### src/rtl/axi_demux_n.sv
// AXI-stream packet demux: one input, NUM_CHAN outputs, per-packet dest.
// Optional 2-entry input skid buffer, drop mode and saturating drop counter.
module axi_demux_n #(
  parameter int                  NUM_CHAN      = 8,
  parameter int                  WIDTH         = 64,
  parameter int                  DEST_W        = 3,
  parameter logic [NUM_CHAN-1:0] ACTIVE_CHAN   = '1,
  parameter bit                  BUFFER        = 0,
  parameter bit                  DROP_INACTIVE = 1
) (
  input  logic                      clk,
  input  logic                      reset_n,
  input  logic                      clear,
  output logic [WIDTH-1:0]          header,
  output logic                      hdr_valid,
  input  logic [DEST_W-1:0]         dest,
  input  logic [WIDTH-1:0]          i_tdata,
  input  logic                      i_tlast,
  input  logic                      i_tvalid,
  output logic                      i_tready,
  output logic [NUM_CHAN*WIDTH-1:0] o_tdata,
  output logic [NUM_CHAN-1:0]       o_tlast,
  output logic [NUM_CHAN-1:0]       o_tvalid,
  input  logic [NUM_CHAN-1:0]       o_tready,
  output logic [15:0]               drop_count
);

  typedef enum logic [1:0] {IDLE, SEND, DROP} state_t;

  state_t              state, state_nxt;
  logic [DEST_W-1:0]   sel, sel_nxt;
  logic [NUM_CHAN-1:0] sel_hot;
  logic                dest_ok;
  logic                drop_inc;
  logic [WIDTH-1:0]    s_tdata;
  logic                s_tlast;
  logic                s_tvalid;
  logic                s_tready;

  if (BUFFER) begin : g_skid
    logic [WIDTH:0] mem [2];
    logic           wr_ptr;
    logic           rd_ptr;
    logic [1:0]     cnt;
    logic           push;
    logic           pop;

    assign i_tready = (cnt != 2'd2);
    assign push     = i_tvalid && i_tready;
    assign pop      = s_tvalid && s_tready;
    assign s_tvalid = (cnt != 2'd0);
    assign s_tdata  = mem[rd_ptr][WIDTH-1:0];
    assign s_tlast  = mem[rd_ptr][WIDTH];

    always_ff @(posedge clk) begin
      if (push) mem[wr_ptr] <= {i_tlast, i_tdata};
    end

    // clear drops a beat pushed in the same cycle
    always_ff @(posedge clk or negedge reset_n) begin
      if (!reset_n) begin
        wr_ptr <= 1'b0;
        rd_ptr <= 1'b0;
        cnt    <= 2'd0;
      end else if (clear) begin
        wr_ptr <= 1'b0;
        rd_ptr <= 1'b0;
        cnt    <= 2'd0;
      end else begin
        if (push) wr_ptr <= ~wr_ptr;
        if (pop)  rd_ptr <= ~rd_ptr;
        cnt <= cnt + {1'b0, push} - {1'b0, pop};
      end
    end
  end else begin : g_pass
    assign s_tdata  = i_tdata;
    assign s_tlast  = i_tlast;
    assign s_tvalid = i_tvalid;
    assign i_tready = s_tready;
  end

  always_comb begin
    dest_ok = 1'b0;
    sel_hot = '0;
    for (int i = 0; i < NUM_CHAN; i++) begin
      if (dest == DEST_W'(i) && ACTIVE_CHAN[i]) dest_ok = 1'b1;
      sel_hot[i] = (sel == DEST_W'(i));
    end
  end

  always_comb begin
    state_nxt = state;
    sel_nxt   = sel;
    hdr_valid = 1'b0;
    s_tready  = 1'b0;
    drop_inc  = 1'b0;
    unique case (state)
      IDLE: begin
        hdr_valid = s_tvalid;
        if (s_tvalid) begin
          sel_nxt = dest;
          if (dest_ok) begin
            state_nxt = SEND;
          end else if (DROP_INACTIVE) begin
            state_nxt = DROP;
          end else begin
            sel_nxt   = '0;
            state_nxt = SEND;
          end
        end
      end
      SEND: begin
        s_tready = |(o_tready & sel_hot);
        if (s_tvalid && s_tready && s_tlast) state_nxt = IDLE;
      end
      DROP: begin
        s_tready = 1'b1;
        if (s_tvalid && s_tlast) begin
          drop_inc  = 1'b1;
          state_nxt = IDLE;
        end
      end
      default: state_nxt = IDLE;
    endcase
    if (clear) state_nxt = IDLE;
  end

  always_ff @(posedge clk or negedge reset_n) begin
    if (!reset_n) begin
      state      <= IDLE;
      sel        <= '0;
      drop_count <= 16'd0;
    end else begin
      state <= state_nxt;
      sel   <= sel_nxt;
      if (clear)
        drop_count <= 16'd0;
      else if (drop_inc && drop_count != 16'hFFFF)
        drop_count <= drop_count + 16'd1;
    end
  end

  assign header   = s_tdata;
  assign o_tdata  = {NUM_CHAN{s_tdata}};
  assign o_tlast  = {NUM_CHAN{s_tlast}};
  assign o_tvalid = (state == SEND && s_tvalid) ? sel_hot : '0;

endmodule

### config.mk
export PLATFORM = sky130hd
export DESIGN_NAME = axi_demux_n
export DESIGN_NICKNAME = d
export VERILOG_FILES = /design/src/rtl/axi_demux_n.sv
export SDC_FILE = /design/constraint.sdc
export NUM_CORES = 1
export LEC_CHECK = 0
export CORE_AREA = 3 3 271 273
export DETAILED_ROUTE_END_ITERATION = 8
export DIE_AREA = 0 0 274 276
export GPL_ROUTABILITY_DRIVEN = 1
export SLEW_MARGIN = 30
export SYNTH_ARGS = -nofsm -noshare
export SYNTH_HDL_FRONTEND = slang
export SYNTH_SLANG_ARGS = --single-unit
### constraint.sdc
create_clock -name clk -period 4.52 [get_ports clk]
set_input_delay 0.678 -clock clk [delete_from_list [all_inputs] [get_ports clk]]
set_output_delay 0.678 -clock clk [all_outputs]
set_load 0.02 [all_outputs]
; ---- Word level (Yosys, flattened, before mapping)
; Cells that the tools add are included.
; Widths: inputs -> output; s select.
[totals]
register_bits = 21
in_bits = 80
output_inout_bits = 610
wordCells = 58
[classes]
addsub = 1
n_eq_ne = 20
muxes = 21
n_bitwise = 1
n_reduce_logical = 12
[ops]
columns = op, n
row1 = $mux 16, 2
row2 = $eq 3x3->1 const B, 8
row3 = $add 16x1->16 const B, 1
row4 = $ne 16x16->1 const B, 1
row5 = $eq 3x2->1 const B, 4
row6 = $mux 1, 11
row7 = $mux 2, 5
row8 = $ne 3x3->1 const B, 3
row9 = $and 8x8->8, 1
row10 = $mux 8, 1
row11 = $reduce_or 8->1, 1
row12 = $eq 3x1->1 const B, 2
row13 = $logic_not 3->1, 2
row14 = $pmux 2 s3, 1
row15 = $logic_and 1x1->1, 5
row16 = $reduce_and 3->1, 1
row17 = $eq 2x1->1 const B, 1
row18 = $eq 2x2->1 const B, 1
row19 = $logic_not 2->1, 1
row20 = $pmux 1 s2, 1
row21 = $reduce_and 2->1, 1
row22 = $reduce_bool 2->1, 1

; ---- Depth between registers and ports, before layout
; Gate-level depths: netlist of the first run.
[logic_depth]
word_depth = 13
mapped_depth = 7
ltp_nobuf = 6

; ---- Worst setup path before layout of the first run
; Ideal clock, no wire load.
[synth_path]
kind = input to output
from = in o_tready[3]
to = out i_tready
arrival_time_ns = 1.486
t_required_ns = 3.842
path_slack_ns = 2.356
stages = 4
n_path_buf = 0
path_cell_list = mux2_2 o22ai_1 nor3_1 o21a_1
[synth_between]
elab_chain_cells = 3
[synth_lines]
columns = item, line
row1 = from (decl), 24  ; input logic [NUM_CHAN-1:0] o_tready,
row2 = $and 8x8->8, 113  ; s_tready = |(o_tready & sel_hot);
row3 = $reduce_or 8->1, 113
row4 = $pmux 1 s2, 97  ; unique case (state)
row5 = to (decl), 20  ; output logic i_tready,
; No other way between the ends.

; ---- Worst setup path after layout of the first run
; Ends and elaborated chain as after synthesis.

==> results.ini, run 1 <==
[place]
pre_cts_ws_ns = 1.256
post-place-cells = 1152
dp_hpwl_um = 12750
place.port_buffers = 49
gp_congestion = 0.6894

[clock_tree]
cts_sinks = 21
path_clk_slew_ns = 0.07
h-tree-depth = 1
cts-root-buf = clkbuf_16
clock_path_buffers = 2
clk_latency_ns = 0.26
cts_tree = built
postCtsSetupRepairBufs = 0
cts_buffers = 3
cts_resized = 0
postCtsHoldBufs = 0

[global_route]
grt_pass1_wl_um = 18640
track_usage_pct = 3.530
grt_pass1_vias = 1986
grt_max_degree = 25
antenna_found_initial = 0
grt.overflow.total = 0

[worst_setup_path]
cp-end-kind = output port
cpMostUsedCell = clkdlybuf4s50_1
slowest_delay_ns = 0.54
cp.required_ns = 3.84
crit_type = in2out
crit_fanout = 4
rr_worst_depth = 6
slowest_stage = clkdlybuf4s50_1
worst-path-stages = 6
crit_family = buffers and inverters
cp_cell_sequence = clkdlybuf4s50_1, mux2_2, o22ai_1, nor3_1, o21a_1, clkdlybuf4s50_1
crit_buf_inv = 2
cp.arrival_ns = 2.54
crit_path_start_kind = input port

[yosys]
synthCells = 743
synthTopCellsByArea = buf_4 76%, dfrtp_1 9.1%, mux2_2 2.3%
synth.distinct_cells = 39
synth_area_per_cell_um2 = 7.809
synthesis.area_um2 = 5802
synth_top_area_share_pct = 75.57
ys_ff_latch = 21
yosys_warnings = 0
yosysTopAreaCell = buf_4
seq_area_frac_synth_pct = 9.058
synth_nets = 827

[floorplanning]
pin_count = 690
core_um2 = 71360
start_util_pct = 8.130
fp.dieArea_um2 = 75620
rows = 98
die_y_um = 276
die_x_um = 274

[routing]
drt-pass1-iter-count = 4
routedWlPerCell_um = 12.91
via_per_inst = 1.668
routed_wl_um = 14930
postRouteAntennaNets = 0
drc = 0
via_count = 1928
drt_iter0_drc = 71

[cells_and_area]
drive_gt1_share_pct = 10.68
ff_latch_area_um2 = 525.5
multi_input_area_um2 = 829.5
finalNetCount = 291
final_cells = 1156
fillers = 8524
diodes = 0
syn_to_final_growth_pct = -45.78

[timing]
fin_crit_ns = 3.221
tns_ns = 0
rsz0062_at_grt = no
skew_ns = 0.01105
fmaxAchievable_ghz = 0.3104
hold_viol_final = 0
worst_slew_pin_slew_ns = 0.5231
final_max_slew_viol_count = 0
fin_ws_ns = 1.299
timing.final.crit_share_pct = 71.27
maxSlewHeadroom_pct = 65.12
setup_viol = 0
worst_hold_slack_ns = 0.3798

[power]
power_density_nw_per_um2 = 173.3
vdd_drop_max_mv = 0.1671
power_mw = 0.5451
leakage_nw = 0.7834

[status]
status = finished clean

[hold_path]
hp-class = in2async

[flow_run]
cap_violations = 0

[metal layers]
metal,GRT usage (%),routed length [µm]
met5,0.1284,0
met3,6.049,5542
met1,1.662,2433
met2,5.142,6275
met4,1.756,676
[stage by stage]
stage | util, % | area [µm²]
finish | 4.408 | 3146
global placement | 4.299 | 3068
CTS | 4.408 | 3146
floorplan | - | 5802
global route | 4.408 | 3146
detailed placement | 4.292 | 3063
[cell usage in the layout, fill, tap and decap left out, types with 6 or more instances in the layout]
| cell | count |
|---|---|
| a21oi_1 | 9 |
| nor2b_1 | 8 |
| clkdlybuf4s50_1 | 48 |
| nor2_1 | 14 |
| inv_1 | 7 |
| nand3_1 | 7 |
| or4_1 | 6 |
| nor3_1 | 7 |
| dfrtp_1 | 21 |
| mux2_2 | 12 |
| nand2_1 | 13 |
[cell type report]
type	count	area share (%)
flip-flops and latches	21	16.71
inverters	7	0.8353
clock inverters	1	0.2387
clock buffers	3	2.387
multi-input cells	124	26.37
repair buffers	50	15.67
well taps	950	37.79
[state kept, by name, indices dropped and copies added (netlist names)]
name,count
drop_count,16
sel,3
state,2
[power breakdown]
| group | switching [mW] | total (mW) | internal (mW) |
|---|---|---|---|
| Combinational | 0.0649 | 0.128 | 0.0631 |
| Sequential | 0.0223 | 0.219 | 0.197 |
| Clock | 0.0778 | 0.198 | 0.120 |
| Total | 0.165 | 0.545 | 0.380 |
[logic make-up (layout without fill, tap and decap cells)]
logic type | count (synthesis) | in the layout | share of synthesized area, %
AND/OR/NAND/NOR | 75 | 75 | 6.923
multiplexers | 15 | 15 | 2.847
adder cells (fa/ha/maj) | 4 | 4 | 0.8627
AO/OA/AOI/OAI | 30 | 30 | 3.666
flip-flops | 21 | 21 | 9.058
buffers and inverters | 598 | 61 | 76.64
[worst paths after layout]
| path | start | slack [ns] | to |
|---|---|---|---|
| setup / recovery | o_tready[3] | 1.30 | i_tready |
| hold / removal | reset_n | 0.38 | drop_count[13] |
| setup reg to reg | state[0] | 2.47 | drop_count[9] |
| hold reg to reg | drop_count[10] | 0.55 | drop_count[10] |
| max in group asynchronous | reset_n | 3.78 | drop_count[0] |
| min in group clk | drop_count[10] | 0.55 | drop_count[10] |
[cell usage after synthesis]
master	instances
buf_2	2
o41ai_1	3
a2111oi_2	1
clkbuf_1	4
a21o_1	1
nor3b_1	1
a21oi_1	9
a22o_1	1
or2_1	1
nor4_1	1
mux2i_1	3
nand4_1	4
o21a_1	2
a21boi_1	1
buf_6	1
inv_1	7
o22ai_1	1
and4_1	1
nor2b_1	8
mux2_2	12
nor3_2	1
nand3_1	7
o31ai_1	3
a211oi_1	4
o21ai_0	2
dfrtp_1	21
and2_1	1
and3_1	4
buf_4	584
nor3_1	7
o311a_1	1
ha_1	4
or4_1	6
o311ai_0	1
nor2_1	14
nand2_2	1
nand2_1	13
nand2b_1	4
or3b_2	1
Note: power is estimated with default switching activity, not from simulation.
==> inputs of run 2 (changes only) <==
CORE_AREA = 3 3 264 266   (was 3 3 271 273)
DIE_AREA = 0 0 267 269   (was 0 0 274 276)
clock period = 3 ns   (was 4.52 ns; I/O delays follow)
==> run 2 against run 1 <==
  * Wire length up 5.1%
  * Sequential power is 47% higher
  * Die area is 5.0% lower
  * Worst hold slack lost 0.22 ns
  * Clock skew fell by 0.0065 ns
  * Via count rose by 4.7%
  * Clock-buffer cell count is the same
  * Combinational power up 77%
  * Total power grew 55%
  * Largest cell class unchanged
==> results.ini, run 2 (same netlist as run 1, synthesis figures left out) <==
[clock_tree]
cts_sinks = 21  ; unchanged
cts_resized = 0  ; unchanged
clock_path_buffers = 2  ; unchanged
postCtsSetupRepairBufs = 0  ; unchanged
postCtsHoldBufs = 0  ; unchanged
cts_buffers = 3  ; unchanged
path_clk_slew_ns = 0.06  ; was 0.07 ns
cts_tree = built  ; unchanged
cts-root-buf = clkbuf_16  ; unchanged
h-tree-depth = 1  ; unchanged
clk_latency_ns = 0.26  ; about the same

[power]
comb_power_share_pct = 26.8  ; was 23.5%
vdd_drop_max_mv = 0.2375  ; was 0.1671 mV
power_mw = 0.8473  ; was 0.5451 mW
switching_share_pct = 30.99  ; was 30.27%
p_clk_share_pct = 35.1  ; was 36.3%
p_switching_mw = 0.2626  ; was 0.1650 mW
leakage_nw = 0.8083  ; was 0.7834 nW
p_int_mw = 0.5847  ; was 0.3801 mW
power_density_nw_per_um2 = 274.3  ; was 173.3 nW/µm²
seqPwrFrac_pct = 38.1  ; was 40.2%

[floorplanning]
start_util_pct = 8.624  ; was 8.130%
fp.dieArea_um2 = 71820  ; was 75,620 µm²
rows = 95  ; was 98
pin_count = 690  ; unchanged
die_x_um = 267  ; was 274 µm
die_y_um = 269  ; was 276 µm
core_um2 = 67280  ; was 71,360 µm²

[timing]
rsz0062_at_grt = no  ; unchanged
maxSlewHeadroom_pct = 65.10  ; was 65.12%
hold_viol_final = 0  ; unchanged
worst_hold_slack_ns = 0.1565  ; was 0.3798 ns
timing.final.crit_share_pct = 89.22
final_max_slew_viol_count = 0  ; unchanged
fin_ws_ns = 0.3235  ; was 1.299 ns
worst_slew_pin_slew_ns = 0.5235  ; was 0.5231 ns
fmaxAchievable_ghz = 0.3736
tns_ns = 0  ; unchanged
skew_ns = 0.004518  ; was 0.01105 ns
setup_viol = 0  ; unchanged
fin_crit_ns = 2.677

[cells_and_area]
fillers = 8000  ; was 8,524
utilization_pct = 4.592  ; was 4.408%
drive_gt1_share_pct = 12.86  ; was 10.68%
syn_to_final_growth_pct = -46.75  ; was -45.78%
layout_common_cells = 47 x clkdlybuf4s50_1, 21 x dfrtp_1, 14 x nor2_1  ; was 48 x clkdlybuf4s50_1, 21 x dfrtp_1, 14 x nor2_1
largest-register = drop_count  ; unchanged
final_cells = 1083  ; was 1,156
multi_input_area_um2 = 829.5  ; unchanged
reg_top3 = drop_count: 16 flops, sel: 3 flops, state: 2 flops  ; unchanged
layout_commonest_cell = clkdlybuf4s50_1  ; unchanged
largest_reg_flops = 16  ; unchanged
ff_latch_area_um2 = 525.5  ; unchanged
design_area_um2 = 3089  ; was 3146 µm²
diodes = 0  ; unchanged
finalNetCount = 295  ; was 291

[routing]
drc = 0  ; unchanged
routedWlPerCell_um = 14.49  ; was 12.91 µm
dr_wl_met2_um = 7644  ; was 6275 µm
drt-pass1-iter-count = 4  ; unchanged
via_count = 2019  ; was 1,928
route.top_layer_used = met5  ; was met4
drt_iter0_drc = 89  ; was 71
routed_wl_um = 15690  ; was 14,930 µm
met3WireLength_um = 4872  ; was 5542 µm
via_per_inst = 1.864  ; was 1.668
wl_met1_um = 2782  ; was 2433 µm
postRouteAntennaNets = 0  ; unchanged

[place]
pre_cts_ws_ns = 0.2814  ; was 1.256 ns
post-place-cells = 1079  ; was 1,152
place.port_buffers = 49  ; unchanged
placed_area_um2 = 3007  ; was 3063 µm²
dp_hpwl_um = 13390  ; was 12,750 µm
gp_congestion = 0.7258  ; was 0.6894

[global_route]
grt.overflow.total = 0  ; unchanged
grt_pass1_wl_um = 19750  ; was 18,640 µm
grt_pass1_vias = 2105  ; was 1,986
antenna_found_initial = 2  ; was 0
track_usage_pct = 3.984  ; was 3.530%
grt_max_degree = 22  ; was 25

[worst_setup_path]
crit_path_start_kind = input port  ; unchanged
crit_fanout = 4  ; unchanged
slowest_stage = clkdlybuf4s50_1  ; unchanged
slowest_delay_ns = 0.53  ; was 0.54 ns
cp.arrival_ns = 2.23  ; was 2.54 ns
cpMostUsedCell = clkdlybuf4s50_1  ; unchanged
reg2reg_slack_ns = 0.90  ; was 2.47 ns
cp_cell_sequence = clkdlybuf4s50_1, mux2_2, o22ai_1, buf_4, nor3_1, o21a_1, clkdlybuf4s50_1  ; was clkdlybuf4s50_1, mux2_2, o22ai_1, nor3_1, o21a_1, clkdlybuf4s50_1
crit_family = buffers and inverters  ; unchanged
cp-end-kind = output port  ; unchanged
crit_buf_inv = 3  ; was 2
cp.required_ns = 2.55  ; was 3.84 ns
crit_type = in2out  ; unchanged

[hold_path]
hp-class = in2async  ; unchanged

[status]
status = finished clean  ; unchanged

[flow_run]
cap_violations = 0  ; unchanged

-- run 2: cell count changes in the layout (fill, tap and decap cells not counted) --
cell             delta
buf_12              +1
buf_4               +4
clkdlybuf4s50_1     -1
-- run 2: layout make-up --
cell class / instances / share of cell area, %
well taps: 873 / 35.36
clock inverters: 1 / 0.2430
flip-flops and latches: 21 / 17.01
inverters: 7 / 0.8505
clock buffers: 3 / 2.430
multi-input cells: 124 / 26.85
repair buffers: 54 / 17.25
-- run 2: final timing paths --
check	endpoint	cells past startpoint	start
worst max-delay path	i_tready	7	o_tready[3]
worst min-delay path	drop_count[8]	1	reset_n
worst max register to register	drop_count[13]	6	state[0]
worst min register to register	drop_count[10]	1	drop_count[10]
max in group asynchronous	sel[0]	1	reset_n
min in group clk	drop_count[10]	1	drop_count[10]
-- run 2: power by group through the flow --
stage	clock network [mW]	logic, mW	registers, mW
finish	0.298	0.227	0.323
global route	0.317	0.254	0.329
CTS	0.302	0.238	0.325
detailed placement	0	0.236	0.331
global placement	0	0.234	0.329
floorplan	0	1.26	0.309
-- run 2: metal layers --
metal / vias to the layer above / GRT usage, %
met5: - / 0.3955
met4: 2 / 1.245
met3: 50 / 5.420
met2: 541 / 6.964
met1: 741 / 2.098
li1: 685 / -
==> inputs of run 3 (changes only) <==
CELL_PAD_IN_SITES_DETAIL_PLACEMENT = 1   (was not set)
CELL_PAD_IN_SITES_GLOBAL_PLACEMENT = 1   (was not set)
CORE_AREA = 3 3 268 270   (was 3 3 264 266)
DIE_AREA = 0 0 271 273   (was 0 0 267 269)
PLACE_DENSITY_LB_ADDON = 0.1   (was not set)
==> run 3 against run 2 <==
  * Global-route usage shrank 0.47 points
  * Maximum frequency increased by 0.37%
  * Register-to-register slack lost 0.04 ns
  * Clock skew fell by 0.0015 ns
  * Largest cell class unchanged
  * Utilization up 0.059 points
==> results.ini, run 3 (same netlist as run 1, synthesis figures left out) <==
[worst_setup_path]
worst_r2r_endpoint = drop_count[0]  ; was drop_count[13]
crit_family = buffers and inverters  ; unchanged
crit_buf_inv = 3  ; unchanged
cp.required_ns = 2.55  ; about the same
rr_worst_depth = 5  ; was 6
slowest_stage = clkdlybuf4s50_1  ; unchanged
cpMostUsedCell = buf_4  ; was clkdlybuf4s50_1
cp-end-kind = output port  ; unchanged
reg2reg_slack_ns = 0.86  ; was 0.90 ns
slowest_delay_ns = 0.62  ; was 0.53 ns
r2r-start = drop_count[0]  ; was state[0]
crit_start = sel[0]  ; was o_tready[3]
crit_fanout = 7  ; was 4
cp.arrival_ns = 2.22  ; was 2.23 ns
cp_cell_sequence = buf_4, nand2_1, nor3_1, buf_4, clkdlybuf4s50_1  ; was clkdlybuf4s50_1, mux2_2, o22ai_1, buf_4, nor3_1, o21a_1, clkdlybuf4s50_1
crit_type = reg2out  ; was in2out
crit_path_start_kind = flop  ; was input port

[clock_tree]
path_clk_slew_ns = 0.07  ; was 0.06 ns
postCtsHoldBufs = 0  ; unchanged
cts-root-buf = clkbuf_16  ; unchanged
cts_tree = built  ; unchanged
cts_sinks = 21  ; unchanged
postCtsSetupRepairBufs = 0  ; unchanged
cts_resized = 0  ; unchanged
clock_path_buffers = 2  ; unchanged
cts_buffers = 3  ; unchanged
clk_latency_ns = 0.27  ; was 0.26 ns
h-tree-depth = 1  ; unchanged

[place]
dp_hpwl_um = 11490  ; was 13,390 µm
gp_congestion = 0.6078  ; was 0.7258
pre_cts_ws_ns = 0.3370  ; was 0.2814 ns
place.port_buffers = 49  ; unchanged

[floorplanning]
core_um2 = 69790  ; was 67,280 µm²
pin_count = 690  ; unchanged
start_util_pct = 8.314  ; was 8.624%
die_y_um = 273  ; was 269 µm
fp.dieArea_um2 = 73980  ; was 71,820 µm²
die_x_um = 271  ; was 267 µm
rows = 97  ; was 95

[global_route]
grt_pass1_wl_um = 18720  ; was 19,750 µm
antenna_found_initial = 2  ; unchanged
grt.overflow.total = 0  ; unchanged
grt_pass1_vias = 2116  ; was 2,105
grt_max_degree = 22  ; unchanged
track_usage_pct = 3.513  ; was 3.984%

[hold_path]
hp-class = in2async  ; unchanged

[power]
power_density_nw_per_um2 = 280.8  ; was 274.3 nW/µm²
vdd_drop_max_mv = 0.1648  ; was 0.2375 mV
power_mw = 0.9114  ; was 0.8473 mW
leakage_nw = 0.8598  ; was 0.8083 nW

[cells_and_area]
largest_reg_flops = 16  ; unchanged
largest-register = drop_count  ; unchanged
reg_top3 = drop_count: 16 flops, sel: 3 flops, state: 2 flops  ; unchanged
syn_to_final_growth_pct = -44.06  ; was -46.75%
layout_commonest_cell = clkdlybuf4s50_1  ; unchanged
layout_common_cells = 44 x clkdlybuf4s50_1, 21 x dfrtp_1, 14 x nor2_1, 14 x buf_4, 13 x nand2_1  ; was 47 x clkdlybuf4s50_1, 21 x dfrtp_1, 14 x nor2_1
drive_gt1_share_pct = 17.05  ; was 12.86%
finalNetCount = 302  ; was 295

[flow_run]
cap_violations = 0  ; unchanged

[timing]
worst_slew_pin_slew_ns = 0.5649  ; was 0.5235 ns
rsz0062_at_grt = no  ; unchanged
fin_ws_ns = 0.3333  ; was 0.3235 ns
maxSlewHeadroom_pct = 62.13  ; was 65.10%
fin_crit_ns = 2.667  ; was 2.677 ns
timing.final.crit_share_pct = 88.89  ; was 89.22%
skew_ns = 0.003013  ; was 0.004518 ns
hold_viol_final = 0  ; unchanged
setup_viol = 0  ; unchanged
final_max_slew_viol_count = 0  ; unchanged
tns_ns = 0  ; unchanged
fmaxAchievable_ghz = 0.3750  ; was 0.3736 GHz

[routing]
drc = 0  ; unchanged
routedWlPerCell_um = 12.02  ; was 14.49 µm
via_count = 1821  ; was 2,019
drt_iter0_drc = 47  ; was 89
drt-pass1-iter-count = 3  ; was 4
routed_wl_um = 13920  ; was 15,690 µm
via_per_inst = 1.573  ; was 1.864
postRouteAntennaNets = 0  ; unchanged

[status]
status = finished clean  ; unchanged

==> run 3: worst max-delay path by stage <==
stage	endpoint	slack [ns]	cells past startpoint
2_1_floorplan	drop_count[5]	1.06	6
5_1_grt	o_tvalid[5]	0.15	6
4_1_cts	i_tready	0.24	5
6_report	o_tvalid[1]	0.33	5
3_5_place_dp	i_tready	0.34	6
3_3_place_gp	i_tready	0.33	6
==> run 3: area by class of cell <==
cell class / count / area, µm²
Fill cell: 8295 / 66540
Inverter: 7 / 26.28
Tap cell: 940 / 1176
Timing Repair Buffer: 61 / 605.6
Clock buffer: 3 / 75.07
Multi-Input combinational cell: 124 / 829.5
Clock inverter: 1 / 5.005
Sequential cell: 21 / 525.5
Antenna cell: 1 / 2.502
==> run 3: where the power goes <==
| part | leakage [nW] | switching [mW] | internal, mW |
|---|---|---|---|
| Clock | 0.0409 | 0.136 | 0.181 |
| Sequential | 0.286 | 0.0361 | 0.297 |
| Combinational | 0.533 | 0.145 | 0.117 |
==> run 3: worst register-to-register path, stage by stage, from the launching register on <==
cell	delay (ns)
dfrtp_1	0.44
ha_1	0.24
and2_1	0.30
and3_1	0.30
a21boi_1	0.37
mux2_2	0.38
==> run 3: routing by layer <==
layer	routed length (µm)	vias up	GRT usage [%]
met2	5377	265	4.586
met4	1325	2	3.379
li1	-	703	-
met3	2666	122	3.020
met1	4535	729	3.297
met5	13	-	0
==> run 3: per-stage QoR <==
stage / instances / util (%) / instance area (µm²) / hold slack [ns]
floorplan: 743 / - / 5802 / 0.1544
global placement: 1153 / 4.533 / 3163 / 0.5490
detailed placement: 1153 / 4.533 / 3163 / 0.5267
CTS: 1157 / 4.647 / 3243 / 0.5460
global route: 1157 / 4.647 / 3243 / 0.5921
finish: 1158 / 4.651 / 3246 / 0.5509
